### src/rtl/fetch_unit.sv
// Instruction-fetch stage: BRAM request issue, in-flight tracking, instruction queue and redirect squash.
// Define FETCH_PERF_EN to add the issued/squashed fetch counters.
module fetch_unit #(
  parameter int unsigned     XLEN        = 32,
  parameter int unsigned     ADDR_W      = 12,
  parameter int unsigned     MEM_LATENCY = 2,
  parameter int unsigned     QUEUE_DEPTH = 4,
  parameter logic [XLEN-1:0] RESET_PC    = 32'h0000_0000
) (
  input  logic              clk_in,
  input  logic              rst_n_in,
  output logic              imem_en_out,
  output logic [ADDR_W-1:0] imem_addr_out,
  input  logic [XLEN-1:0]   imem_data_in,
  input  logic              redirect_valid_in,
  input  logic [XLEN-1:0]   redirect_pc_in,
  output logic              inst_valid_out,
  input  logic              inst_ready_in,
  output logic [XLEN-1:0]   inst_out,
  output logic [XLEN-1:0]   pc_out
`ifdef FETCH_PERF_EN
  ,
  output logic [31:0]       issued_count_out,
  output logic [31:0]       squashed_count_out
`endif
);

  localparam int unsigned PTR_W = (QUEUE_DEPTH > 1) ? $clog2(QUEUE_DEPTH) : 1;
  localparam int unsigned CNT_W = $clog2(QUEUE_DEPTH + 1);
  localparam int unsigned SUM_W = $clog2(QUEUE_DEPTH + MEM_LATENCY + 2) + 1;
  localparam int unsigned LAST  = MEM_LATENCY - 1;

  logic [XLEN-1:0]        fetch_pc;
  logic [XLEN-1:0]        req_pc;
  logic [MEM_LATENCY-1:0] fl_valid;
  logic [XLEN-1:0]        fl_pc  [MEM_LATENCY];
  logic [XLEN-1:0]        q_pc   [QUEUE_DEPTH];
  logic [XLEN-1:0]        q_inst [QUEUE_DEPTH];
  logic [PTR_W-1:0]       rd_ptr, wr_ptr;
  logic [CNT_W-1:0]       count;

  logic                   pop, push, do_push, issue;
  logic [SUM_W-1:0]       inflight, occ_sum;
  logic [XLEN-1:0]        target_pc, issue_pc;
  logic [PTR_W-1:0]       rd_ptr_n, wr_ptr_n;
  logic [CNT_W-1:0]       count_n;
  logic                   head_valid_n;
  logic [XLEN-1:0]        head_pc_n, head_inst_n;

  function automatic logic [PTR_W-1:0] ptr_inc(input logic [PTR_W-1:0] p);
    return (p == PTR_W'(QUEUE_DEPTH - 1)) ? '0 : p + PTR_W'(1);
  endfunction

  // Next-state: issue decision, queue pointers and the next head word.
  always_comb begin
    pop          = inst_valid_out && inst_ready_in;
    push         = fl_valid[LAST];
    do_push      = push && !redirect_valid_in;
    target_pc    = redirect_pc_in & ~XLEN'(3);
    inflight     = '0;
    for (int i = 0; i < MEM_LATENCY; i++) begin
      inflight = inflight + SUM_W'(fl_valid[i]);
    end
    // The request on imem_en_out this cycle lands in stage 0, so it counts against capacity.
    occ_sum      = SUM_W'(count) + inflight + SUM_W'(imem_en_out) - SUM_W'(pop);
    // A redirect squashes the live request and the next one comes from the target.
    issue        = redirect_valid_in || (occ_sum < SUM_W'(QUEUE_DEPTH));
    issue_pc     = redirect_valid_in ? target_pc : fetch_pc;
    rd_ptr_n     = rd_ptr;
    wr_ptr_n     = wr_ptr;
    count_n      = count;
    head_valid_n = 1'b0;
    head_pc_n    = '0;
    head_inst_n  = '0;
    if (redirect_valid_in) begin
      rd_ptr_n = '0;
      wr_ptr_n = '0;
      count_n  = '0;
    end else begin
      if (pop)  rd_ptr_n = ptr_inc(rd_ptr);
      if (push) wr_ptr_n = ptr_inc(wr_ptr);
      count_n = count + CNT_W'(push) - CNT_W'(pop);
      if (count_n != '0) begin
        head_valid_n = 1'b1;
        if (count == CNT_W'(pop)) begin
          head_pc_n   = fl_pc[LAST];
          head_inst_n = imem_data_in;
        end else begin
          head_pc_n   = q_pc[rd_ptr_n];
          head_inst_n = q_inst[rd_ptr_n];
        end
      end
    end
  end

  // Control state, in-flight pipeline and registered outputs.
  always_ff @(posedge clk_in or negedge rst_n_in) begin
    if (!rst_n_in) begin
      fetch_pc       <= RESET_PC;
      req_pc         <= '0;
      imem_en_out    <= 1'b0;
      imem_addr_out  <= '0;
      fl_valid       <= '0;
      for (int i = 0; i < MEM_LATENCY; i++) fl_pc[i] <= '0;
      rd_ptr         <= '0;
      wr_ptr         <= '0;
      count          <= '0;
      inst_valid_out <= 1'b0;
      inst_out       <= '0;
      pc_out         <= '0;
    end else begin
      imem_en_out <= issue;
      if (issue) begin
        imem_addr_out <= issue_pc[ADDR_W+1:2];
        req_pc        <= issue_pc;
        fetch_pc      <= issue_pc + XLEN'(4);
      end
      fl_valid[0] <= imem_en_out && !redirect_valid_in;
      fl_pc[0]    <= req_pc;
      for (int i = 1; i < MEM_LATENCY; i++) begin
        fl_valid[i] <= fl_valid[i-1] && !redirect_valid_in;
        fl_pc[i]    <= fl_pc[i-1];
      end
      rd_ptr         <= rd_ptr_n;
      wr_ptr         <= wr_ptr_n;
      count          <= count_n;
      inst_valid_out <= head_valid_n;
      inst_out       <= head_inst_n;
      pc_out         <= head_pc_n;
    end
  end

  // Queue storage; the head slot is mirrored into inst_out/pc_out.
  always_ff @(posedge clk_in) begin
    if (do_push) begin
      q_pc[wr_ptr]   <= fl_pc[LAST];
      q_inst[wr_ptr] <= imem_data_in;
    end
  end

`ifdef FETCH_PERF_EN
  // Squashed fetches include the request presented in the redirect cycle.
  always_ff @(posedge clk_in or negedge rst_n_in) begin
    if (!rst_n_in) begin
      issued_count_out   <= '0;
      squashed_count_out <= '0;
    end else begin
      issued_count_out <= issued_count_out + 32'(imem_en_out);
      if (redirect_valid_in) begin
        squashed_count_out <= squashed_count_out + 32'(inflight) + 32'(imem_en_out) + 32'(count);
      end
    end
  end
`endif

endmodule

### config.mk
export PLATFORM = sky130hd
export DESIGN_NAME = fetch_unit
export DESIGN_NICKNAME = d
export VERILOG_FILES = /design/src/rtl/fetch_unit.sv
export SDC_FILE = /design/constraint.sdc
export NUM_CORES = 1
export LEC_CHECK = 0
export ABC_AREA = 1
export CAP_MARGIN = 20
export CORE_AREA = 2 2 231 233
export CTS_CLUSTER_DIAMETER = 40
export CTS_CLUSTER_SIZE = 8
export DETAILED_ROUTE_END_ITERATION = 6
export DIE_AREA = 0 0 233 235
export PLACE_DENSITY = 0.64
export SLEW_MARGIN = 30
export SYNTH_ARGS = -nofsm -noshare
export SYNTH_HDL_FRONTEND = slang
export SYNTH_SLANG_ARGS = --single-unit
### constraint.sdc
create_clock -name clk_in -period 9.3 [get_ports clk_in]
set_clock_uncertainty 0.1 [all_clocks]
set_input_delay 1.86 -clock clk_in [delete_from_list [all_inputs] [get_ports clk_in]]
set_output_delay 1.86 -clock clk_in [all_outputs]
set_load 0.1 [all_outputs]
==> metrics.txt <==
met1 wire length=17.70 mm; Pwr Density=362.0 mW/mm^2; Max FO, Critical Path=84; met3 WL=2.276 mm; vias in the first global route=11,900; Yosys top cell area share=0.4113; DRT Wirelength=40.90 mm; Port Buffers=141; cell count after synthesis=1,738; synth warn=0; # IOs=146; Seq cells post-synth=441; Post-DP Area=0.02000 mm^2; Final ANT Viol Nets=0; Sum Neg Setup Slack=0 ps; CP Capture Type=flop; routed via count=12,030; maxcap violations=0; complex-gate fraction of the synthesized area=0.06917; post-DP HPWL=22.68 mm; n_diodes=0; full die area=0.05476 mm^2; Final Cycle Share=0.4994; clock root cell=clkbuf_16; number of clock sinks=441; total grt overflow=0; Slew Viols, Final=0; Die H=235 um; simple-gate share of the synthesized area=0.1825; final hold vios=0; Core ar.=0.05224 mm^2; Clock Pin Slew Worst Setup and Hold Paths=50 ps; ratio of cells with drive above 1 in the final layout=0.09969; Adder-Cell Fraction of Synth Area=0.009812; starting density of the core=0.3467; multiplexer share of the synthesized area=0; initial DRC count=759; top sig layer=met4; fmax=0.2153 GHz; H-tree depth=3; DR DRC count=0; synth unique cells=34; pin count of the biggest net entering global routing=89; overall routing resource usage=0.1529; drt wl/cell=15.59 um; Setup violations, final=0; Lkg Pwr=9.490 nW; type of the worst min-delay path=flop to flop; Worst Path Required=9610 ps; routed wl met2=19.92 mm; row cnt=84; worst skew pair latency=580 ps; P&R area growth vs syn=23.20%; critical path arrival=4960 ps; status=completed; top post-synthesis cells by area=edfxtp_1 41%, dfrtp_1 27%, nand2_1 11%; Final #Nets=1,960; GPL Wtd Cong=0.8064; CP startpoint kind=primary input; share of the synthesized netlist area taken by xor and xnor gates=0.003386; post-CTS setup buffers=0; Mean Syn Cell Area=10.42 um^2; main combinational cell family by area after synthesis=simple AND/OR/NAND/NOR gates; clock buffer depth=3; Die W=233 um; area leader, netlist=edfxtp_1; Crit Path Class=primary input to flop; fin area=0.02231 mm^2; crit path time final=4645 ps; First-pass DRT Iterations=5; Hold Buf Count CTS=0; TritonCTS Buffers=74; initial antenna violation count=0; Seq/Total Area, Yosys=0.6780; CTS tree=done; Worst Tran Pin Value=1013 ps; RSZ-0062 raised after global routing=false; PostCTS Resize Cnt=0; final cell utilization of the core=0.4271; headroom to the max-slew limit=0.3224; Max VDD drop=0.0002005 V; Vias/cell=4.586; first-pass GRT wire length=65.67 mm; Synth Cell Area=0.01811 mm^2
final timing paths:
| check | start | end | slack (ps) | cells after the start |
|---|---|---|---|---|
| setup / recovery | inst_ready_in | fetch_pc[10]$_DFFE_PN0P_ | 4660 | 15 |
| hold / removal | fl_pc[35]$_DFF_PN0_ | fl_pc[3]$_DFF_PN0_ | 220 | 0 |
| setup reg to reg | inst_valid_out$_DFF_PN0_ | fetch_pc[10]$_DFFE_PN0P_ | 5960 | 14 |
| hold reg to reg | fl_pc[35]$_DFF_PN0_ | fl_pc[3]$_DFF_PN0_ | 220 | 0 |
| max in group asynchronous | rst_n_in | count[1]$_DFF_PN0_ | 6690 | 2 |
| min in group asynchronous | rst_n_in | fetch_pc[2]$_DFFE_PN0P_ | 1260 | 1 |
cell usage after synthesis (all sizes together):
cell / count
a21oi: 123
and2: 1
buf: 76
clkbuf: 16
conb: 1
dfrtp: 193
edfxtp: 248
fa: 2
ha: 11
inv: 135
nand2: 581
nand3: 38
nand4: 2
nor2: 178
o211ai: 1
o21a: 2
o21ai: 117
o21bai: 1
o22ai: 1
or2: 4
xnor2: 1
xor2: 6
where the power goes:
group	internal, mW	switching (mW)
clock network	1.61	0.894
registers	2.54	0.221
logic	0.694	2.11
cell usage in the layout (no fill, tap or decap), types with 34 or more instances in the layout:
| cell type | instances |
|---|---|
| o21ai_0 | 49 |
| clkdlybuf4s50_1 | 133 |
| clkbuf_16 | 76 |
| edfxtp_1 | 248 |
| nor2_1 | 154 |
| o21ai_1 | 66 |
| clkbuf_1 | 34 |
| inv_1 | 129 |
| a21oi_1 | 123 |
| nand3_1 | 38 |
| dfrtp_1 | 193 |
| nand2_1 | 544 |
final cells by class:
type / count / area [um^2]
clock buffer: 116 / 2112
clock inverter: 17 / 182.7
fill: 4893 / 29930
inverter: 135 / 509.2
multi-input combinational: 1071 / 4857
sequential: 441 / 12280
tap: 688 / 860.8
timing repair buffer: 156 / 1510
per-stage QoR:
step	hold slack, ps	total power, mW	setup slack, ps	cells
floorplan	231.2	4.954	3562	1739
global placement	232.3	5.606	4096	2491
detailed placement	234.7	5.641	4027	2491
CTS	225.5	8.180	4644	2624
global route	246.6	8.580	4317	2624
finish	219.5	8.075	4655	2624
registers in the layout (all words and copies together), names as in the netlist:
name / cells
imem_en_out: 1
inst_valid_out: 1
pc_out: 30
fl_valid: 2
inst_out: 32
req_pc: 19
wr_ptr: 2
imem_addr_out: 11
rd_ptr: 2
q_pc: 120
fetch_pc: 30
count: 3
fl_pc: 60
q_inst: 128
cell families (layout without fill, tap and decap cells):
kind of cell / after synthesis / in the layout
simple gates: 804 / 804
flops: 441 / 441
compound gates: 245 / 245
buf+inv: 227 / 424
fa+ha+maj: 13 / 13
xor+xnor: 7 / 7
other cells: 1 / 2
layer usage:
layer  global-route usage  vias up
met1               0.1992     5735
met3              0.03471       70
met4              0.05076        0
li1                     -     5913
met5                    0        -
met2               0.2514      315
critical path, cell delays in order:
cell and delay (ps):
clkdlybuf4s50_1 420, nand2_2 170, inv_2 70, nand2_1 80, nand2_1 70, fa_1 370, ha_1 280, nand3_1 60
nand2_1 70, xor2_1 240, o21ai_4 70, buf_4 280, inv_2 80, buf_4 580, o21ai_0 200
(Power assumes the default switching activity.)
